[src/rtl/led_pattern_pkg.sv]
// Shared types and elaboration helpers for the LED pattern engine.
package led_pattern_pkg;

  typedef enum logic [1:0] {
    MODE_COUNT   = 2'd0,
    MODE_SCAN    = 2'd1,
    MODE_BREATHE = 2'd2,
    MODE_ALLON   = 2'd3
  } mode_e;

  function automatic int calc_div(input int sys_freq, input int step_freq);
    return sys_freq / step_freq;
  endfunction

  function automatic int div_width(input int div);
    return (div > 1) ? $clog2(div) : 1;
  endfunction

endpackage

[src/rtl/led_step_prescaler.sv]
// Divides sysclk down to a one-cycle step pulse every DIV enabled cycles.
module led_step_prescaler
  import led_pattern_pkg::*;
#(
  parameter int SYS_CLK_FREQ = 204_000_000,
  parameter int STEP_FREQ    = 8
) (
  input  logic sysclk,
  input  logic resetn,
  input  logic enable,
  output logic step
);

  localparam int DIV = calc_div(SYS_CLK_FREQ, STEP_FREQ);
  localparam int CW  = div_width(DIV);
  localparam logic [CW-1:0] LAST = CW'(DIV - 1);

  if (DIV < 2) begin : g_div_check
    $error("led_step_prescaler: SYS_CLK_FREQ/STEP_FREQ must be >= 2");
  end

  logic [CW-1:0] presc;

  // step is registered, so it rises the cycle after the counter sits at LAST.
  always_ff @(posedge sysclk or negedge resetn) begin
    if (!resetn) begin
      presc <= '0;
      step  <= 1'b0;
    end else begin
      step <= enable && (presc == LAST);
      if (enable) presc <= (presc == LAST) ? '0 : presc + 1'b1;
    end
  end

endmodule

[src/rtl/led_pattern_gen.sv]
// Multi-mode LED pattern engine (count, bounce scan, PWM breathe, all-on).
// Define LED_PATTERN_GAMMA_EN to square the breathe level before the PWM compare.
module led_pattern_gen
  import led_pattern_pkg::*;
#(
  parameter int NUM_LEDS     = 8,
  parameter int SYS_CLK_FREQ = 204_000_000,
  parameter int STEP_FREQ    = 8,
  parameter int PWM_BITS     = 8,
  parameter int BREATHE_INC  = 16
) (
  input  logic                sysclk,
  input  logic                resetn,
  input  logic                enable,
  input  logic [1:0]          mode,
  output logic                step,
  output logic [NUM_LEDS-1:0] leds
);

  localparam int PW = (NUM_LEDS > 1) ? $clog2(NUM_LEDS) : 1;
  localparam logic [PW-1:0]       POS_LAST = PW'(NUM_LEDS - 1);
  localparam logic [PWM_BITS-1:0] LVL_MAX  = '1;
  localparam logic [PWM_BITS:0]   INC      = (PWM_BITS + 1)'(BREATHE_INC);

  mode_e                mode_q, mode_n;
  logic [NUM_LEDS-1:0]  cnt_q, cnt_n;
  logic [PW-1:0]        pos_q, pos_n;
  logic                 scan_up_q, scan_up_n;
  logic [PWM_BITS-1:0]  level_q, level_n;
  logic                 bup_q, bup_n;
  logic [PWM_BITS-1:0]  pwm_cnt;
  logic [PWM_BITS-1:0]  cmp_level;
  logic [PWM_BITS:0]    sum;
  logic [NUM_LEDS-1:0]  leds_n;

  led_step_prescaler #(
    .SYS_CLK_FREQ(SYS_CLK_FREQ),
    .STEP_FREQ   (STEP_FREQ)
  ) u_presc (
    .sysclk(sysclk),
    .resetn(resetn),
    .enable(enable),
    .step  (step)
  );

`ifdef LED_PATTERN_GAMMA_EN
  logic [2*PWM_BITS-1:0] level_sq;
  assign level_sq  = {{PWM_BITS{1'b0}}, level_q} * {{PWM_BITS{1'b0}}, level_q};
  assign cmp_level = level_sq[2*PWM_BITS-1:PWM_BITS];
`else
  assign cmp_level = level_q;
`endif

  always_comb begin
    mode_n    = mode_q;
    cnt_n     = cnt_q;
    pos_n     = pos_q;
    scan_up_n = scan_up_q;
    level_n   = level_q;
    bup_n     = bup_q;
    sum       = {1'b0, level_q} + INC;
    if (step) begin
      mode_n = mode_e'(mode);
      // A mode switch only reinitialises; the new pattern starts advancing next step.
      if (mode_n != mode_q) begin
        cnt_n     = '0;
        pos_n     = '0;
        scan_up_n = 1'b1;
        level_n   = '0;
        bup_n     = 1'b1;
      end else begin
        case (mode_n)
          MODE_COUNT: cnt_n = cnt_q + 1'b1;
          MODE_SCAN: begin
            if (NUM_LEDS == 1) begin
              pos_n = '0;
            end else if (scan_up_q) begin
              if (pos_q == POS_LAST) begin
                scan_up_n = 1'b0;
                pos_n     = pos_q - 1'b1;
              end else begin
                pos_n = pos_q + 1'b1;
              end
            end else begin
              if (pos_q == '0) begin
                scan_up_n = 1'b1;
                pos_n     = pos_q + 1'b1;
              end else begin
                pos_n = pos_q - 1'b1;
              end
            end
          end
          MODE_BREATHE: begin
            if (bup_q) begin
              if (sum >= {1'b0, LVL_MAX}) begin
                level_n = LVL_MAX;
                bup_n   = 1'b0;
              end else begin
                level_n = sum[PWM_BITS-1:0];
              end
            end else if ({1'b0, level_q} <= INC) begin
              level_n = '0;
              bup_n   = 1'b1;
            end else begin
              level_n = level_q - INC[PWM_BITS-1:0];
            end
          end
          default: ;
        endcase
      end
    end
  end

  // Breathe uses the registered level/pwm so leds trail pwm_cnt by one cycle.
  always_comb begin
    leds_n = '0;
    case (mode_n)
      MODE_COUNT:   leds_n = cnt_n;
      MODE_SCAN:    leds_n = NUM_LEDS'(1) << pos_n;
      MODE_BREATHE: leds_n = {NUM_LEDS{pwm_cnt < cmp_level}};
      default:      leds_n = '1;
    endcase
  end

  always_ff @(posedge sysclk or negedge resetn) begin
    if (!resetn) begin
      mode_q    <= MODE_COUNT;
      cnt_q     <= '0;
      pos_q     <= '0;
      scan_up_q <= 1'b1;
      level_q   <= '0;
      bup_q     <= 1'b1;
      pwm_cnt   <= '0;
      leds      <= '0;
    end else begin
      mode_q    <= mode_n;
      cnt_q     <= cnt_n;
      pos_q     <= pos_n;
      scan_up_q <= scan_up_n;
      level_q   <= level_n;
      bup_q     <= bup_n;
      pwm_cnt   <= pwm_cnt + 1'b1;
      if (enable || step) leds <= leds_n;
    end
  end

endmodule

[config.mk]
export PLATFORM = sky130hd
export DESIGN_NAME = led_pattern_gen
export DESIGN_NICKNAME = d
export VERILOG_FILES = /design/src/rtl/led_pattern_pkg.sv /design/src/rtl/led_step_prescaler.sv /design/src/rtl/led_pattern_gen.sv
export SDC_FILE = /design/constraint.sdc
export NUM_CORES = 1
export LEC_CHECK = 0
export BUFFER_PORTS_ARGS = -buffer_cell sky130_fd_sc_hd__buf_4
export CAP_MARGIN = 20
export CORE_ASPECT_RATIO = 2
export CORE_UTILIZATION = 45
export DETAILED_ROUTE_END_ITERATION = 8
export GPL_TIMING_DRIVEN = 0
export HOLD_SLACK_MARGIN = 0.12
export PLACE_DENSITY = 0.72
export SYNTH_ARGS = -nofsm -noshare
export SYNTH_HDL_FRONTEND = slang
export SYNTH_SLANG_ARGS = --single-unit
[constraint.sdc]
create_clock -name sysclk -period 2.2 [get_ports sysclk]
set_clock_uncertainty 0.1 [all_clocks]
set_input_delay 0.33 -clock sysclk [delete_from_list [all_inputs] [get_ports sysclk]]
set_output_delay 0.33 -clock sysclk [all_outputs]
set_load 0.03 [all_outputs]
==> impl_metrics.py, run 1 <==
metrics = {
    "worst_hold_path": {
        "worst_hold_startpoint": "u_presc.presc[4]",
        "worstHoldPathType": "reg2reg",
    },
    "synth": {
        "ys_warn_count": 0,
        "syn_inst": 400,
        "synthDistinctLibCells": 64,
        "sequential_element_share_of_the_synthesized_area_pct": 41.6,
        "mapped_nets": 423,
        "async_flop_share_pct": 100,
        "post_synth.cell_area_avg_um2": 9.35,
        "yosys_most_used_dff": "sky130_fd_sc_hd__dfrtp_1",
        "synthesized_cell_area_um2": 3740,
        "synth-seq-cells": 62,
        "number_of_flops_mapped_to_enable_cells_by_yosys": 0,
    },
    "worst_setup_path": {
        "startpoint_of_the_worst_slack_reg_to_reg_timing_path": "u_presc.step",
        "sort_of_element_at_the_start_of_the_critical_path": "flop",
        "timing.critical_path.required_ns": 2.32,
        "cp.arrival_ns": 2.23,
        "critical_path.endpoint_type": "flop",
        "path_class": "reg2reg",
        "critical_path.startpoint": "u_presc.step",
        "critical_path_peak_fanout": 10,
    },
    "timing": {
        "hold_viol": 0,
        "grt_setup_unrepaired": "yes",
        "max_slew.worst_pin.slew_ns": 0.771,
        "drv_slew": 0,
        "fin_crit_ns": 2.11,
        "relSlewSlack_pct": 48.6,
        "setup_viol_count_final": 0,
        "achievable-frequency_ghz": 0.474,
        "post-route-period-util_pct": 95.9,
    },
    "final_layout": {
        "multi_input_comb_area_um2": 2130,
        "final_cell_area_um2": 4340,
        "layoutNonFillerInstCount": 530,
        "final_net_count": 452,
        "fraction_of_final_layout_cells_sized_beyond_drive_strength_1_pct": 17.3,
        "reg_area_um2": 1560,
        "layout_commonest_cell": "sky130_fd_sc_hd__dfrtp_1",
        "syn_to_final_growth_pct": 16.1,
        "filler_cell_count": 719,
        "layout_common_cells": "sky130_fd_sc_hd__dfrtp_1, sky130_fd_sc_hd__nor2_1, sky130_fd_sc_hd__nand2_1",
        "number_of_inserted_diodes": 0,
    },
    "grt": {
        "global_route.usage.total_pct": 22.6,
        "overflow": 0,
        "grt_antenna_before_repair": 0,
        "wire_length_of_the_first_global_routing_pass_um": 14600,
        "use_met2_pct": 43.3,
        "grtUsageMet1_pct": 21.2,
        "global_route.peak_usage_layer": "met2",
        "gr_layer_usage_met3_pct": 4.51,
        "grt_start_max_net_pins": 63,
        "first_global_vias": 3189,
    },
    "die": {
        "floorplan.die_area_um2": 8700,
        "floorplan.io_pins": 14,
        "die_h_um": 131,
        "placementRows": 46,
        "die_w_um": 66.5,
        "core_outline_area_um2": 8000,
        "initial_core_util_pct": 46.7,
    },
    "place": {
        "place_congestion": 0.857,
        "place_inst": 509,
        "detailedPlacementHpwl_um": 6590,
        "numPortBuffers": 13,
        "postPlaceCellArea_um2": 3960,
    },
    "clocking": {
        "htree_levels": 3,
        "clock_insertion_delay_worst_skew_ns": 0.33,
        "cts_buffers": 9,
        "clock-sinks": 62,
        "clock_pin_slew_reported_for_the_worst_setup_and_hold_paths_after_clock_tree_synthesis_ns": 0.05,
        "cts_tree": "built",
        "cts_root_buffer": "sky130_fd_sc_hd__clkbuf_16",
        "clockBufferDepth": 2,
    },
    "power": {
        "static-leakage-power_nw": 1.87,
        "power.ir.vdd_worst_mv": 0.575,
        "power_density_nw_per_um2": 649,
    },
    "detailed_routing": {
        "detail_route.drc_violations": 0,
        "post_drt_via_cell_ratio": 5.94,
        "routed-via-count": 3147,
        "post_drt_wl_per_cell_um": 16.9,
        "initialDrtViolationCount": 151,
        "route.final.wire_length_um": 8950,
        "antenna_violating_nets_post_route": 0,
        "drt_pre_antenna_iters": 5,
    },
    "outcome": {
        "status": "finished clean",
    },
    "job": {
        "timing.max_cap.violations": 0,
    },
}
[metrics by stage]
| stage | worst slack, ns | utilization (%) | TNS, ns | hold slack, ns | power [mW] |
|---|---|---|---|---|---|
| final | 0.0899 | 54.2 | 0 | 0.400 | 2.82 |
| after global routing | -0.0459 | 54.2 | -0.0459 | 0.405 | 2.92 |
| after CTS | 0.00401 | 53.3 | 0 | 0.387 | 2.82 |
| after detailed placement | -0.0716 | 49.5 | -0.674 | 0.360 | 1.53 |
| after global placement | -0.0210 | 49.5 | -0.142 | 0.361 | 1.52 |
| after floorplan | 0.189 | - | 0 | -0.0656 | 1.43 |
[synthesized netlist by cell type (4+ instances only)]
library cell / number / area [µm²]
sky130_fd_sc_hd__a21oi_1: 14 / 70.1
sky130_fd_sc_hd__a22oi_1: 5 / 37.5
sky130_fd_sc_hd__buf_2: 4 / 20.0
sky130_fd_sc_hd__clkbuf_1: 7 / 26.3
sky130_fd_sc_hd__dfrtp_1: 60 / 1500
sky130_fd_sc_hd__ha_1: 18 / 225
sky130_fd_sc_hd__inv_1: 16 / 60.1
sky130_fd_sc_hd__mux2i_1: 4 / 40.0
sky130_fd_sc_hd__nand2_1: 30 / 113
sky130_fd_sc_hd__nand2b_1: 6 / 37.5
sky130_fd_sc_hd__nand3_1: 19 / 95.1
sky130_fd_sc_hd__nand4_1: 11 / 68.8
sky130_fd_sc_hd__nor2_1: 37 / 139
sky130_fd_sc_hd__nor2b_1: 8 / 50.1
sky130_fd_sc_hd__nor3_1: 11 / 55.1
sky130_fd_sc_hd__nor4_1: 6 / 37.5
sky130_fd_sc_hd__o211ai_1: 6 / 45.0
sky130_fd_sc_hd__o21ai_0: 19 / 95.1
sky130_fd_sc_hd__o31ai_1: 6 / 45.0
sky130_fd_sc_hd__o32ai_1: 4 / 35.0
sky130_fd_sc_hd__or2_2: 7 / 43.8
sky130_fd_sc_hd__or3_1: 7 / 43.8
sky130_fd_sc_hd__xnor2_1: 19 / 166
sky130_fd_sc_hd__xor2_1: 12 / 105
[power by group]
group | switching, mW | internal, mW | total [mW]
registers | 0.0774 | 1.21 | 1.28
logic | 0.143 | 0.0967 | 0.240
clock network | 0.507 | 0.784 | 1.29
[routing by layer]
| metal | part of all wire [%] | wire, µm | vias up |
|---|---|---|---|
| met5 | 0 | 0 | - |
| met4 | 3.3 | 291 | 0 |
| met3 | 2.8 | 250 | 26 |
| met2 | 58 | 5190 | 56 |
| met1 | 36 | 3220 | 1542 |
| li1 | - | - | 1523 |
[final timing paths]
kind	endpoint	slack, ns	cells past startpoint
max	leds[1]	0.09	7
min reg2reg	u_presc.presc[4]	0.40	1
min	u_presc.presc[4]	0.40	1
max reg2reg	leds[1]	0.09	7
max in group asynchronous	cmp_level[4]	0.92	2
min in group asynchronous	leds[1]	0.53	2
[kinds of logic after synthesis]
group | share of synthesized area, %
mux | 1.97
flops | 41.6
simple gates | 22.8
buf+inv | 3.05
compound gates | 17.4
xor+xnor | 7.26
fa+ha+maj | 6.02
[sequential cells by signal, indices dropped and copies added, names as in the netlist]
signal / count
scan_up_q: 1
cnt_q: 8
u_presc.presc: 25
pos_q: 3
mode_q: 2
leds: 8
u_presc.step: 1
pwm_cnt: 8
bup_q: 1
cmp_level: 5
[area by class of cell]
class	instances	share of cell area (%)
clock inverters	6	0.865
well taps	96	2.77
plain buffers	12	1.24
clock buffers	10	5.51
flip-flops and latches	62	36.0
repair buffers	18	3.17
inverters	16	1.38
multi-input cells	310	49.1
[what timing repair did]
action | 4_1_cts | 5_1_grt
gates resized for setup | 4 | 16
pin swaps | 2 | 5
hold buffers | 1 | 0
endpoints found under the setup margin | 15 | 23
hold endpoints to repair | 60 | 0
buffers inserted | 1 | 3
[critical path, stage by stage, from the launching register on]
cell and delay, ns:
sky130_fd_sc_hd__dfrtp_2 0.41, sky130_fd_sc_hd__buf_4 0.19, sky130_fd_sc_hd__clkbuf_1 0.39, sky130_fd_sc_hd__clkbuf_1 0.40, sky130_fd_sc_hd__nand3_1 0.15, sky130_fd_sc_hd__o21ai_0 0.14
sky130_fd_sc_hd__o32ai_1 0.11, sky130_fd_sc_hd__o31ai_1 0.11
Note: power is estimated with default switching activity, not from simulation.
==> run 2, diff against run 1 <==
==> constraint.sdc (replaced) <==
create_clock -name sysclk -period 2.56 [get_ports sysclk]
set_clock_uncertainty 0.1 [all_clocks]
set_input_delay 0.384 -clock sysclk [delete_from_list [all_inputs] [get_ports sysclk]]
set_output_delay 0.384 -clock sysclk [all_outputs]
set_load 0.03 [all_outputs]
==> run 2 against run 1 <==
Cell count shrank 0.75%. Register-to-register slack improved by 0.17 ns. Largest cell class unchanged. Clock power decreased by 14%. Highest routed layer unchanged. Non-clock buffer count down 4. Final area down 2.2%. Hold slack worse by 0.0021 ns. Wire length down 2.4%. First-iteration DRC count fell by 13%. Critical path depth unchanged. Die area is the same. Maximum frequency decreased by 8.3%.
==> impl_metrics.py, run 2 (synthesis results as in run 1) <==
metrics = {
    "power": {
        "power.ir.vdd_worst_mv": 0.494,
        "static-leakage-power_nw": 1.86,
        "power_density_nw_per_um2": 567,
    },
    "detailed_routing": {
        "detail_route.drc_violations": 0,
        "post_drt_via_cell_ratio": 5.99,
        "drt_pre_antenna_iters": 4,
        "post_drt_wl_per_cell_um": 16.6,
        "antenna_violating_nets_post_route": 0,
        "initialDrtViolationCount": 132,
        "routed-via-count": 3149,
        "route.final.wire_length_um": 8730,
    },
    "timing": {
        "grt_setup_unrepaired": "no",
        "setup_viol_count_final": 0,
        "max_slew.worst_pin.slew_ns": 0.774,
        "hold_viol": 0,
        "finalSetupTns_ns": 0,
        "post-route-period-util_pct": 89.9,
        "relSlewSlack_pct": 48.4,
        "fin_crit_ns": 2.30,
        "drv_slew": 0,
        "postLayoutSetupSlackWorst_ns": 0.259,
        "hold_slack_ns": 0.398,
        "achievable-frequency_ghz": 0.435,
    },
    "outcome": {
        "status": "finished clean",
    },
    "final_layout": {
        "largest_register_ff_count": 25,
        "reg_area_um2": 1550,
        "layout_commonest_cell": "sky130_fd_sc_hd__dfrtp_1",
        "number_of_inserted_diodes": 0,
        "final_cell_area_um2": 4240,
        "filler_cell_count": 732,
        "fraction_of_final_layout_cells_sized_beyond_drive_strength_1_pct": 12.6,
        "final_net_count": 448,
        "postLayoutCoreUtil_pct": 53.0,
        "largest_register": "u_presc.presc",
        "multi_input_comb_area_um2": 2070,
        "layout_common_cells": "sky130_fd_sc_hd__dfrtp_1, sky130_fd_sc_hd__nor2_1, sky130_fd_sc_hd__nand2_1",
        "syn_to_final_growth_pct": 13.5,
    },
    "grt": {
        "grtUsageMet1_pct": 20.7,
        "global_route.usage.total_pct": 22.4,
        "grt_start_max_net_pins": 63,
        "wire_length_of_the_first_global_routing_pass_um": 14400,
        "overflow": 0,
        "grt_antenna_before_repair": 0,
        "gr_layer_usage_met3_pct": 4.60,
        "use_met2_pct": 42.8,
        "global_route.peak_usage_layer": "met2",
        "first_global_vias": 3193,
    },
    "place": {
        "pre_cts_ws_ns": 0.288,
        "place_congestion": 0.857,
        "postPlaceCellArea_um2": 3960,
        "detailedPlacementHpwl_um": 6590,
        "numPortBuffers": 13,
    },
    "die": {
        "core_outline_area_um2": 8000,
        "placementRows": 46,
        "die_w_um": 66.5,
        "initial_core_util_pct": 46.7,
        "floorplan.die_area_um2": 8700,
        "die_h_um": 131,
        "floorplan.io_pins": 14,
    },
    "worst_setup_path": {
        "startpoint_of_the_worst_slack_reg_to_reg_timing_path": "u_presc.presc[0]",
        "sort_of_element_at_the_start_of_the_critical_path": "flop",
        "cp.arrival_ns": 2.41,
        "r2r_setup_slack_ns": 0.26,
        "critical_path.endpoint_type": "flop",
        "timing.rr.end": "u_presc.presc[16]",
        "critical_path_peak_fanout": 9,
        "cp_slowest_stage_delay_ns": 0.41,
        "cell_chain_critical_path": "ha_1, nand4_1, nor4_1, and4_1, and2_1, buf_2, nor2_1",
        "timing.critical_path.required_ns": 2.67,
        "r2r.worst_path.cells": 7,
        "crit_path_top_delay_cell": "sky130_fd_sc_hd__nor4_1",
        "path_class": "reg2reg",
    },
    "clocking": {
        "htree_levels": 3,
        "clock_insertion_delay_worst_skew_ns": 0.33,
        "clock_pin_slew_reported_for_the_worst_setup_and_hold_paths_after_clock_tree_synthesis_ns": 0.05,
        "cts_root_buffer": "sky130_fd_sc_hd__clkbuf_16",
        "clock-sinks": 62,
        "post-cts-setup-buffers": 0,
        "clockBufferDepth": 2,
        "cts_buffers": 9,
        "cts_tree": "built",
    },
    "worst_hold_path": {
        "worstHoldPathType": "reg2reg",
        "hold-path-endpoint": "u_presc.presc[4]",
        "hold-path-cell-count": 1,
        "worst_hold_startpoint": "u_presc.presc[4]",
    },
    "job": {
        "timing.max_cap.violations": 0,
    },
}
==> run 2: cell count changes in the layout (fill, tap and decap cells not counted), moves of 2 or more <==
cell	delta
sky130_fd_sc_hd__dfrtp_2	-6
sky130_fd_sc_hd__o31ai_1	+2
sky130_fd_sc_hd__nor4_1	+2
sky130_fd_sc_hd__nor2b_2	-2
sky130_fd_sc_hd__o31ai_2	-2
sky130_fd_sc_hd__nor2b_1	+2
sky130_fd_sc_hd__dfrtp_1	+6
sky130_fd_sc_hd__buf_4	-4
==> run 2: layout make-up <==
class,instances,share of cell area [%]
Buffer,12,1.27
Clock buffer,10,5.63
Clock inverter,6,0.885
Inverter,16,1.42
Multi-Input combinational cell,310,48.8
Sequential cell,62,36.6
Tap cell,96,2.83
Timing Repair Buffer,14,2.54
==> run 2: how the worst max path moves through the flow <==
stage | start | to | cells after the start
after floorplan | u_presc.step | leds[3] | 6
after global placement | u_presc.presc[0] | u_presc.presc[24] | 7
after detailed placement | u_presc.presc[0] | u_presc.presc[23] | 7
after CTS | u_presc.presc[0] | u_presc.presc[16] | 7
after global routing | u_presc.presc[0] | u_presc.presc[16] | 7
final | u_presc.presc[0] | u_presc.presc[16] | 7
==> run 2: where the power goes <==
| part | internal (mW) | switching (mW) | total [mW] |
|---|---|---|---|
| clock | 0.674 | 0.434 | 1.11 |
| combinational | 0.0808 | 0.114 | 0.195 |
| sequential | 1.04 | 0.0646 | 1.10 |
==> run 2: timing repair <==
item                                   CTS  global route
endpoints found under the hold margin   60             0
resized for setup                        0             0
hold buffers                             1             0
==> run 2: worst max-delay path: cells and delay by family (launching register included) <==
family                     cells  cell delay (ns)
adders and majority gates      1             0.22
buffers and inverters          1             0.21
DFF                            1             0.39
and+or+nand+nor                5             1.26
==> run 2: metal layers <==
layer  part of all wire, %  routed length, µm
met5                     0                  0
met3                   2.7                233
met1                    36               3170
met4                   4.2                363
met2                    57               4960
==> run 2: metrics by stage <==
stage | power [mW] | std cells
detailed placement | 1.31 | 509
CTS | 2.42 | 526
finish | 2.40 | 526
global placement | 1.30 | 509
global route | 2.50 | 526
floorplan | 1.23 | 400
